==> config.mk <==
export PLATFORM = sky130hd
export DESIGN_NAME = axis_sample_buffer
export DESIGN_NICKNAME = d
export VERILOG_FILES = /design/src/rtl/axis_sample_buffer.sv
export SDC_FILE = /design/constraint.sdc
export NUM_CORES = 1
export LEC_CHECK = 0
export ABC_CLOCK_PERIOD_IN_PS = 7700
export BUFFER_PORTS_ARGS = -buffer_cell sky130_fd_sc_hd__buf_2
export CORE_UTILIZATION = 45
export CTS_BUF_LIST = sky130_fd_sc_hd__clkbuf_4
export DETAILED_ROUTE_END_ITERATION = 10
export PLACE_DENSITY_LB_ADDON = 0.12
export SLEW_MARGIN = 10
export SYNTH_ARGS = -nofsm -noshare
export SYNTH_HDL_FRONTEND = slang
export SYNTH_SLANG_ARGS = --single-unit
==> constraint.sdc <==
create_clock -name clk -period 7.7 [get_ports clk]
set_input_delay 0.385 -clock clk [delete_from_list [all_inputs] [get_ports clk]]
set_output_delay 0.385 -clock clk [all_outputs]
set_load 0.005 [all_outputs]
==> src/rtl/axis_sample_buffer.sv <==
// Elastic sample FIFO: absorbs a producer that ignores ready and re-emits on an AXI4-Stream master.
// Latency one cycle from push into an empty FIFO to m_axis_valid; words arriving while full are dropped and counted.
module axis_sample_buffer #(
    parameter int DATA_WIDTH = 24,
    parameter int DEPTH_LOG2 = 3,
    parameter int OVF_WIDTH  = 16
) (
    input  logic                  clk,
    input  logic                  rst,
    input  logic [DATA_WIDTH-1:0] s_axis_data,
    input  logic                  s_axis_valid,
    output logic                  s_axis_ready,
    input  logic                  s_axis_last,
    output logic [DATA_WIDTH-1:0] m_axis_data,
    output logic                  m_axis_valid,
    input  logic                  m_axis_ready,
    output logic                  m_axis_last,
    output logic [DEPTH_LOG2:0]   o_level,
    output logic [OVF_WIDTH-1:0]  o_drop_count,
    output logic                  o_pair_error
);

    localparam int DEPTH = 1 << DEPTH_LOG2;
    localparam logic [DEPTH_LOG2:0] FULL_LVL = (DEPTH_LOG2+1)'(DEPTH);

    typedef struct packed {
        logic                  last;
        logic [DATA_WIDTH-1:0] data;
    } entry_t;

    entry_t                  mem_q [DEPTH];
    entry_t                  mem_d [DEPTH];
    logic [DEPTH_LOG2-1:0]   wr_ptr_q, wr_ptr_d;
    logic [DEPTH_LOG2-1:0]   rd_ptr_q, rd_ptr_d;
    logic [DEPTH_LOG2:0]     level_q, level_d;
    logic [OVF_WIDTH-1:0]    drop_q, drop_d;
    logic                    prev_last_q, prev_last_d;
    logic                    pair_err_q, pair_err_d;

    logic   full;
    logic   push;
    logic   pop;
    logic   drop;
    entry_t head;

    assign full = (level_q == FULL_LVL);
    // Fullness is judged on the registered level only, so a same-cycle pop never makes room.
    assign push = s_axis_valid && !full;
    assign drop = s_axis_valid && full;
    assign pop  = m_axis_valid && m_axis_ready;

    always_comb begin
        mem_d       = mem_q;
        wr_ptr_d    = wr_ptr_q;
        rd_ptr_d    = rd_ptr_q;
        level_d     = level_q;
        drop_d      = drop_q;
        prev_last_d = prev_last_q;
        pair_err_d  = pair_err_q;

        if (push) begin
            mem_d[wr_ptr_q] = '{last: s_axis_last, data: s_axis_data};
            wr_ptr_d        = wr_ptr_q + DEPTH_LOG2'(1);
            prev_last_d     = s_axis_last;
            if (s_axis_last == prev_last_q) begin
                pair_err_d = 1'b1;
            end
        end

        if (pop) begin
            rd_ptr_d = rd_ptr_q + DEPTH_LOG2'(1);
        end

        case ({push, pop})
            2'b10:   level_d = level_q + (DEPTH_LOG2+1)'(1);
            2'b01:   level_d = level_q - (DEPTH_LOG2+1)'(1);
            default: level_d = level_q;
        endcase

        if (drop && (drop_q != '1)) begin
            drop_d = drop_q + OVF_WIDTH'(1);
        end
    end

    always_ff @(posedge clk or posedge rst) begin
        if (rst) begin
            for (int i = 0; i < DEPTH; i++) begin
                mem_q[i] <= '0;
            end
            wr_ptr_q    <= '0;
            rd_ptr_q    <= '0;
            level_q     <= '0;
            drop_q      <= '0;
            prev_last_q <= 1'b1;
            pair_err_q  <= 1'b0;
        end else begin
            mem_q       <= mem_d;
            wr_ptr_q    <= wr_ptr_d;
            rd_ptr_q    <= rd_ptr_d;
            level_q     <= level_d;
            drop_q      <= drop_d;
            prev_last_q <= prev_last_d;
            pair_err_q  <= pair_err_d;
        end
    end

    assign head         = mem_q[rd_ptr_q];
    assign m_axis_valid = (level_q != '0);
    // Output is forced to zero while empty so stale storage never shows on the bus.
    assign m_axis_data  = m_axis_valid ? head.data : '0;
    assign m_axis_last  = m_axis_valid ? head.last : 1'b0;
    assign s_axis_ready = !full && !rst;
    assign o_level      = level_q;
    assign o_drop_count = drop_q;
    assign o_pair_error = pair_err_q;

endmodule

=== Yosys cells after proc, flatten, opt, wreduce, memory -nomap -nowiden ===
Index checks and enable logic that the tools add are counted.

* Register bits after elaboration: 228
* Input bits: 29
* Output and inout bits: 48

* Magnitude comparators: 3
* Multiplexer cells: 9
* Reductions and logical operators: 11
* Eq/ne operators: 5
* Add/sub/neg operators: 5
* Bitwise gates (word level): 2

{| class="wikitable"
|+ Operators by type and width
! cell !! number
|-
| bitwise mux 200 bit || 1
|-
| binary-select mux 25 bit (select 3 bit) || 1
|-
| demux 25 bit (select 3 bit) || 1
|-
| two-way mux 25 bit || 3
|-
| two-way mux 24 bit || 1
|-
| adder 16 x 1 -> 16 bit (second input constant) || 1
|-
| inequality test 16 bit (second input constant) || 1
|-
| greater-or-equal comparator 4 bit (second input constant) || 2
|-
| inverter 3 -> 4 bit || 2
|-
| case mux 4 bit (2 select lines) || 1
|-
| adder 3 x 1 -> 3 bit (second input constant) || 2
|-
| logical AND 1 bit || 6
|-
| adder 4 x 1 -> 4 bit (second input constant) || 1
|-
| equality test 4 bit (second input constant) || 1
|-
| < comparator 4 x 1 -> 1 bit (second input constant) || 1
|-
| nonzero test 4 bit || 1
|-
| subtractor 4 x 1 -> 4 bit (second input constant) || 1
|-
| equality test 2 x 1 -> 1 bit (second input constant) || 1
|-
| equality test 2 bit (second input constant) || 1
|-
| zero test 1 bit || 2
|-
| AND reduction 2 bit || 1
|-
| nonzero test 2 bit || 1
|-
| equality test 1 bit || 1
|-
| two-way mux 1 bit || 1
|}

=== Depth between registers and ports, before layout ===
Gate-level depths: netlist of run 1.

* Word-level depth: 6
* Gate-level depth with buffers: 12
* Depth with buffers taken out: 10

=== Worst setup path before layout of run 1 ===
Ideal clock, no wire load.

* Path type: flip-flop to flip-flop
* Start: register level_q[1], in the netlist o_level[1]
* End: register level_q[2], in the netlist o_level[2]
* Buffers on the path: 2
* Cell stages (with the launch flop): 13
* Library setup time: 0.125 ns
* Period minus slack after synthesis: 2.617 ns
* Arrival time: 2.492 ns
* Slack: 5.083 ns
* Cells stage by stage: dfrtp_1 -> buf_6 -> nor4_2 -> inv_1 -> and2_1 -> clkbuf_1 -> ha_1 -> xor2_1 -> ha_1 -> a21oi_1 -> xor2_1 -> nor2_1 -> xor2_1

* Elaborated cells between the ends (all ways): 11
* Classes of those cells: add/sub: 2; eq/ne: 3; mux: 1; reduce/logical: 5

{| class="wikitable"
|+ RTL lines
! item !! RTL line !! RTL
|-
| start, declared || 35 || <nowiki>logic [DEPTH_LOG2:0] level_q, level_d;</nowiki>
|-
| start signal, assigned || 100 || <nowiki>level_q <= level_d;</nowiki>
|-
| nonzero test 4 bit * || 108 || <nowiki>assign m_axis_valid = (level_q != '0);</nowiki>
|-
| net m_axis_valid || 15 || <nowiki>output logic m_axis_valid,</nowiki>
|-
| logical AND 1 bit * || 50 || <nowiki>assign pop = m_axis_valid && m_axis_ready;</nowiki>
|-
| net pop || 42 || <nowiki>logic pop;</nowiki>
|-
| equality test 2 x 1 -> 1 bit / equality test 2 bit (equally long branches) || 74 || <nowiki>case ({push, pop})</nowiki>
|-
| case mux 4 bit (2 select lines) / nonzero test 2 bit (equally long branches) || -- ||
|}

Mark *: on every way through the listed nets, which the timed path passes. The rest lies on a longest branch.
A chain may end at the register's enable or synchronous reset.

=== Final worst setup path of run 1 ===
* Start: register rd_ptr_q[0]
* End: output m_axis_data[23]

* Longest elaborated chain between the ends: 5

{| class="wikitable"
|+ Ends and longest elaborated chain
! item !! RTL line !! RTL
|-
| start, declared || 34 || <nowiki>logic [DEPTH_LOG2-1:0] rd_ptr_q, rd_ptr_d;</nowiki>
|-
| start signal, assigned || 99 || <nowiki>rd_ptr_q <= rd_ptr_d;</nowiki>
|-
| inverter 3 -> 4 bit (implied by the code) || 107 || <nowiki>assign head = mem_q[rd_ptr_q];</nowiki>
|-
| binary-select mux 25 bit (select 3 bit) || 107 ||
|-
| two-way mux 25 bit (implied by the code) (2 in series) || 107 ||
|-
| two-way mux 24 bit || 110 || <nowiki>assign m_axis_data = m_axis_valid ? head.data : '0;</nowiki>
|-
| end, declared || 14 || <nowiki>output logic [DATA_WIDTH-1:0] m_axis_data,</nowiki>
|}

No other way between the ends. The select of a mux whose other input is x is not followed.

==> results of run 1 <==
[cell usage after synthesis (all sizes together)]
master / number
and2: 1
mux4: 50
o21ai: 1
mux2i: 26
nand2b: 2
mux2: 205
nand3b: 2
xnor2: 8
o22ai: 1
nor4bb: 1
inv: 6
or3: 1
a21o: 1
nand4b: 2
ha: 6
or4b: 1
xor2: 13
nand3: 5
or4: 1
buf: 25
dfstp: 1
clkbuf: 15
a21oi: 4
nor4b: 3
dfrtp: 227
nor3b: 2
nor3: 8
and4: 1
a311oi: 1
nand4: 6
nor4: 4
nor2: 36
nand2: 17
[layer usage]
metal	vias up	track usage
met2	128	0.318
met4	0	0.0665
met1	3241	0.271
met5	-	0
li1	2835	-
met3	41	0.0409
[flip-flops by register name, summed over array words and instances, names as in the netlist]
| name | count |
|---|---|
| o_pair_error | 1 |
| o_drop_count | 16 |
| prev_last_q | 1 |
| mem_q | 200 |
| wr_ptr_q | 3 |
| rd_ptr_q | 3 |
| o_level | 4 |
[layout make-up]
class	count	area, um^2
inverter	6	30.0
sequential	228	5710
tap	285	357
antenna	2	5.00
fill	1921	10600
clock buffer	96	721
clock inverter	9	61.3
timing repair buffer	112	711
multi-input combinational	409	4550
[layout by cell type, fill, tap and decap left out, drive strengths merged, types with 8 or more instances in the layout]
cell         instances
dfrtp              227
xnor2                8
clkinv               8
nor3                 8
clkbuf              96
nand2               17
dlygate4sd3         24
xor2                13
mux2               205
nor2                36
mux2i               26
mux4                50
buf                 88
[logic make-up after synthesis]
family	after synthesis	share of synthesized area
buffers and inverters	46	0.0199
DFF	228	0.546
xor gates and xnor gates	21	0.0176
AOI/OAI and AO/OA	8	0.00455
adders and majority gates	6	0.00719
and+or+nand+nor	93	0.0508
muxes	281	0.354
[power by group through the flow]
stage	Sequential (mW)	Clock [mW]	Combinational (mW)
after CTS	2.16	1.11	2.03
after floorplan	1.97	0	1.62
after global routing	2.24	1.17	2.17
after global placement	2.13	0	1.96
final	2.15	1.07	1.99
after detailed placement	2.18	0	2.01
[worst min path at each step]
stage | start | to | slack (ns) | cells past startpoint
floorplan | prev_last_q$_DFFE_PP1P_ | prev_last_q$_DFFE_PP1P_ | 0.45 | 2
global placement | prev_last_q$_DFFE_PP1P_ | prev_last_q$_DFFE_PP1P_ | 0.45 | 2
detailed placement | prev_last_q$_DFFE_PP1P_ | prev_last_q$_DFFE_PP1P_ | 0.46 | 2
CTS | s_axis_data[3] | mem_q[78]$_DFFE_PP0P_ | 0.003 | 2
global route | s_axis_data[3] | mem_q[78]$_DFFE_PP0P_ | 0.04 | 2
finish | s_axis_data[3] | mem_q[78]$_DFFE_PP0P_ | 0.07 | 2
[through the flow]
step                worst slack [ns]  cells  instance area, um^2
floorplan                       1.07    683                10400
global placement                4.74   1016                11100
detailed placement              4.70   1016                11100
CTS                             4.14   1145                12100
global route                    4.00   1146                12100
finish                          4.30   1147                12100
[worst reg2reg max path: cells and delay by family (launching register included)]
| family | cells | cell delay [ns] |
|---|---|---|
| buf+inv | 2 | 0.63 |
| flops | 1 | 0.58 |
| mux | 1 | 0.37 |
| simple gates | 3 | 1.26 |
[timing repair]
item / 4_1_cts / 5_1_grt
endpoints found under the setup margin: 0 / 0
hold endpoints to repair: 155 / 0
hold buffers: 24 / 0
==> qor.txt, run 1 <==
post-synthesis cell count = 683
WS Path Type = reg2out
CTS Buf Count = 61
register area share after synthesis = 0.546
Worst setup EP type = output pin
FF-to-FF End = mem_q[149]$_DFFE_PP0P_
Post-CTS Setup Bufs = 0
CP max stage cell = buf_4
fin nets = 853
hold crit path type = in2reg
Wirelength per Cell = 19.5 um
Via Count = 6,245
Final Max Tran Viols = 0
Worst path depth = 5
hold slack = 0.0735 ns
reg-to-reg slack, setup = 4.74 ns
WP data arrival = 3.01 ns
outcome = finished, final reports clean
DIE AREA = 23,800 um^2
post-route ant nets = 0
setup tns final = 0 ns
vias in the first global route = 6,749
CP endpoint = m_axis_data[23]
min Tclk post-route = 3.40 ns
worst r2r src = o_level[1]$_DFFE_PP0P_
Post-Synthesis Cell Area = 10,400 um^2
die width = 154 um
sw frac = 0.313
sw power = 1.63 mW
Fmax = 294 MHz
clock latency at the later pin of the worst-skew pair = 0.70 ns
Routed Wire Length = 22,300 um
fraction of layout cells with a size suffix above 1 = 0.529
Port Buf Inserts = 76
Hold Violations, Final = 0
initial antenna violation count = 2
CTS root buf = clkbuf_4
final setup fails = 0
max_cap viols = 0
combinational share of power = 0.381
GPL Wtd Cong = 0.732
Power per Cell Area = 429 nW/um^2
Max transition margin = 0.243
post-cts resize count = 0
register bit total from synthesis = 228
Synth top area share = 0.544
first-pass GRT wire length = 36,600 um
Distinct cells, synth = 42
startpoint types = register
Synth Warn # = 0
core box area = 22,700 um^2
htree depth = 2
clk_skew = 0.0535 ns
IO Pins = 77
initial DRC count = 238
Yosys top cell by area = dfrtp_1
Longest Clk Path Bufs = 3
CTS tree = built
Highest Signal Layer = met4
largest net degree at the start of global routing = 160
Max VDD drop = 0.000183 V
critical path fanouts, max = 46
DIE HEIGHT = 154 um
overall power = 5.21 mW
Clock power frac = 0.205
Global Route Usage Sum = 0.198
RSZ-0062 raised after global routing = false
CP delay by family, top = buffers and inverters
DRT Pass-1 Iters = 4
Core Rows = 55
Leak Pwr = 5.41 nW
Worst path max stage delay = 0.77 ns
Starting Density = 0.460
wire length on met2 = 10,600 um
Avg Inst Size Synth = 15.3 um^2
Worst EP required = 7.32 ns
Sink Count = 228
total grt overflow = 0
Core Util, Final = 0.535
dpl hpwl = 13,300 um
final period utilization = 0.441
M1 wire length = 10,500 um
P_int = 3.58 mW
crit path from = rd_ptr_q[0]$_DFFE_PP0P_
Reg power frac = 0.413
Worst Reg-to-Reg Cells = 6
slew at the pin with the worst max-slew slack = 1.14 ns
Area growth syn-to-layout = 16.3%
Post-route DRC = 0
top cells by area, synth = dfrtp_1, mux2_2, mux4_2
CP cell instances = buf_4, mux4_2, mux2i_1, nor2_1, buf_2
vias per cell = 5.44
clock slew at reported path FFs = 0.07 ns
syn nets = 718
Routed met3 length = 819 um
CP bufs+invs = 2
Note: power is estimated with default switching activity, not from simulation.
==> run 2: changes to the inputs <==
--- a/config.mk
+++ b/config.mk
@@ -5,7 +5,7 @@
 export SDC_FILE = /design/constraint.sdc
 export NUM_CORES = 1
 export LEC_CHECK = 0
-export ABC_CLOCK_PERIOD_IN_PS = 7700
+export ABC_CLOCK_PERIOD_IN_PS = 3100
 export BUFFER_PORTS_ARGS = -buffer_cell sky130_fd_sc_hd__buf_2
 export CORE_UTILIZATION = 45
 export CTS_BUF_LIST = sky130_fd_sc_hd__clkbuf_4
==> constraint.sdc (replaced) <==
create_clock -name clk -period 3.1 [get_ports clk]
set_input_delay 0.155 -clock clk [delete_from_list [all_inputs] [get_ports clk]]
set_output_delay 0.155 -clock clk [all_outputs]
set_load 0.005 [all_outputs]
==> run 2 against run 1 <==
Final cell count is 0.70% higher. Clock-buffer cell count shrank 5. Sequential power increased by 150%. Non-clock buffer count increased by 15. Die area stayed put. Final area up 1.1%. Largest cell class unchanged. Largest power group unchanged.
==> qor.txt, run 2 (same netlist as run 1, synthesis figures left out) <==
outcome = finished, final reports clean
most common cell after layout, fill and taps aside = dfrtp_1
WS Path Type = reg2out
fraction of layout cells with a size suffix above 1 = 0.528
min Tclk post-route = 2.78 ns
final setup fails = 0
Area growth syn-to-layout = 17.5%
die width = 154 um
Leak Pwr = 5.46 nW
setup ws final = 0.321 ns
CTS tree = built
vias per cell = 5.46
core box area = 22,700 um^2
clock latency at the later pin of the worst-skew pair = 0.68 ns
htree depth = 2
Max transition margin = 0.548
GPL Wtd Cong = 0.802
Max VDD drop = 0.000560 V
Global Route Usage Sum = 0.204
final std cells w/o fill = 1,155
setup tns final = 0 ns
dpl hpwl = 14,000 um
max reg flops = 200
total grt overflow = 0
leading cell types in the layout, fill and taps excluded = dfrtp_1, mux2_2, clkbuf_4
post-cts resize count = 0
final period utilization = 0.897
Routed met3 length = 984 um
hold slack = 0.154 ns
post-route ant nets = 0
pre-CTS setup slack = 0.385 ns
vias in the first global route = 6,930
Fmax = 360 MHz
Power per Cell Area = 1050 nW/um^2
M1 wire length = 10,100 um
slew at the pin with the worst max-slew slack = 0.672 ns
CTS root buf = clkbuf_4
Sink Count = 228
Hold Violations, Final = 0
DIE HEIGHT = 154 um
initial DRC count = 236
DRT Pass-1 Iters = 4
clk_skew = 0.0407 ns
Top reg by flops = mem_q
Wirelength per Cell = 19.9 um
Routed Wire Length = 22,900 um
WP data arrival = 2.62 ns
largest net degree at the start of global routing = 83
CTS Buf Count = 59
Final Max Tran Viols = 0
Worst path max stage delay = 0.69 ns
RSZ-0062 raised after global routing = false
CP max stage cell = dfrtp_4
overall power = 12.9 mW
initial antenna violation count = 1
max_cap viols = 0
Worst setup EP type = output pin
Highest Signal Layer = met4
# hold bufs at CTS = 29
CP cell instances = buf_12, mux4_2, mux2i_1, nor2_1, buf_2
critical path fanouts, max = 25
clock slew at reported path FFs = 0.07 ns
Worst EP required = 2.94 ns
Via Count = 6,311
Placed Area = 11,300 um^2
first-pass GRT wire length = 37,500 um
DIE AREA = 23,800 um^2
Design Area, Final = 12,300 um^2
Starting Density = 0.460
IO Pins = 77
Core Rows = 55
startpoint types = register
Longest Clk Path Bufs = 3
Post-CTS Setup Bufs = 0
dpl cells = 1,026
Core Util, Final = 0.540
hold crit path type = in2async
Port Buf Inserts = 76
Post-route DRC = 0
fin nets = 866
wire length on met2 = 11,400 um
## run 2: cell types whose count changed in the layout (fill, tap and decap cells not counted)
| cell | delta |
|---|---|
| bufinv_16 | -1 |
| buf_4 | +4 |
| dfrtp_2 | -1 |
| diode_2 | -1 |
| inv_2 | +1 |
| clkbuf_4 | -5 |
| clkinv_2 | -1 |
| dlygate4sd3_1 | +5 |
| buf_12 | +6 |
| clkinvlp_4 | +2 |
| dfrtp_1 | +1 |
| clkinv_1 | -1 |
| inv_8 | -1 |
## run 2: power breakdown
group          leakage, nW  internal, mW  switching (mW)  total, mW
Clock                0.432          1.31            1.13       2.45
Combinational         2.28          3.12            1.99       5.10
Sequential            2.75          4.40           0.942       5.34
Total                 5.46          8.83            4.06       12.9
## run 2: per-layer routing
metal	up-vias	global-route usage
li1	2847	-
met1	3294	0.267
met2	129	0.342
met3	41	0.0389
met4	0	0.0721
met5	-	0
## run 2: worst paths after layout
kind | startpoint | to | slack [ns] | cells past startpoint
worst max-delay path | rd_ptr_q[0]$_DFFE_PP0P_ | m_axis_data[23] | 0.32 | 5
worst min-delay path | rst | o_drop_count[5]$_DFFE_PP0P_ | 0.15 | 3
worst max register to register | o_level[1]$_DFFE_PP0P_ | o_level[2]$_DFFE_PP0P_ | 0.36 | 10
worst min register to register | prev_last_q$_DFFE_PP1P_ | prev_last_q$_DFFE_PP1P_ | 0.47 | 2
max in group asynchronous | rst | mem_q[92]$_DFFE_PP0P_ | 1.99 | 4
min in group clk | s_axis_data[7] | mem_q[82]$_DFFE_PP0P_ | 0.35 | 3
## run 2: cell type report
cell class / count / area, um^2
antenna: 1 / 2.50
clock buffer: 91 / 683
clock inverter: 8 / 33.8
fill: 1950 / 10400
inverter: 6 / 26.3
multi-input combinational: 409 / 4550
sequential: 228 / 5710
tap: 285 / 357
timing repair buffer: 127 / 911
## run 2: worst max-delay path, delay by kind of cell, from the launching register on
| kind | cells | cell delay, ns |
|---|---|---|
| multiplexers | 2 | 0.78 |
| AND/OR/NAND/NOR | 1 | 0.06 |
| flip-flops | 1 | 0.69 |
| buffers and inverters | 2 | 0.44 |
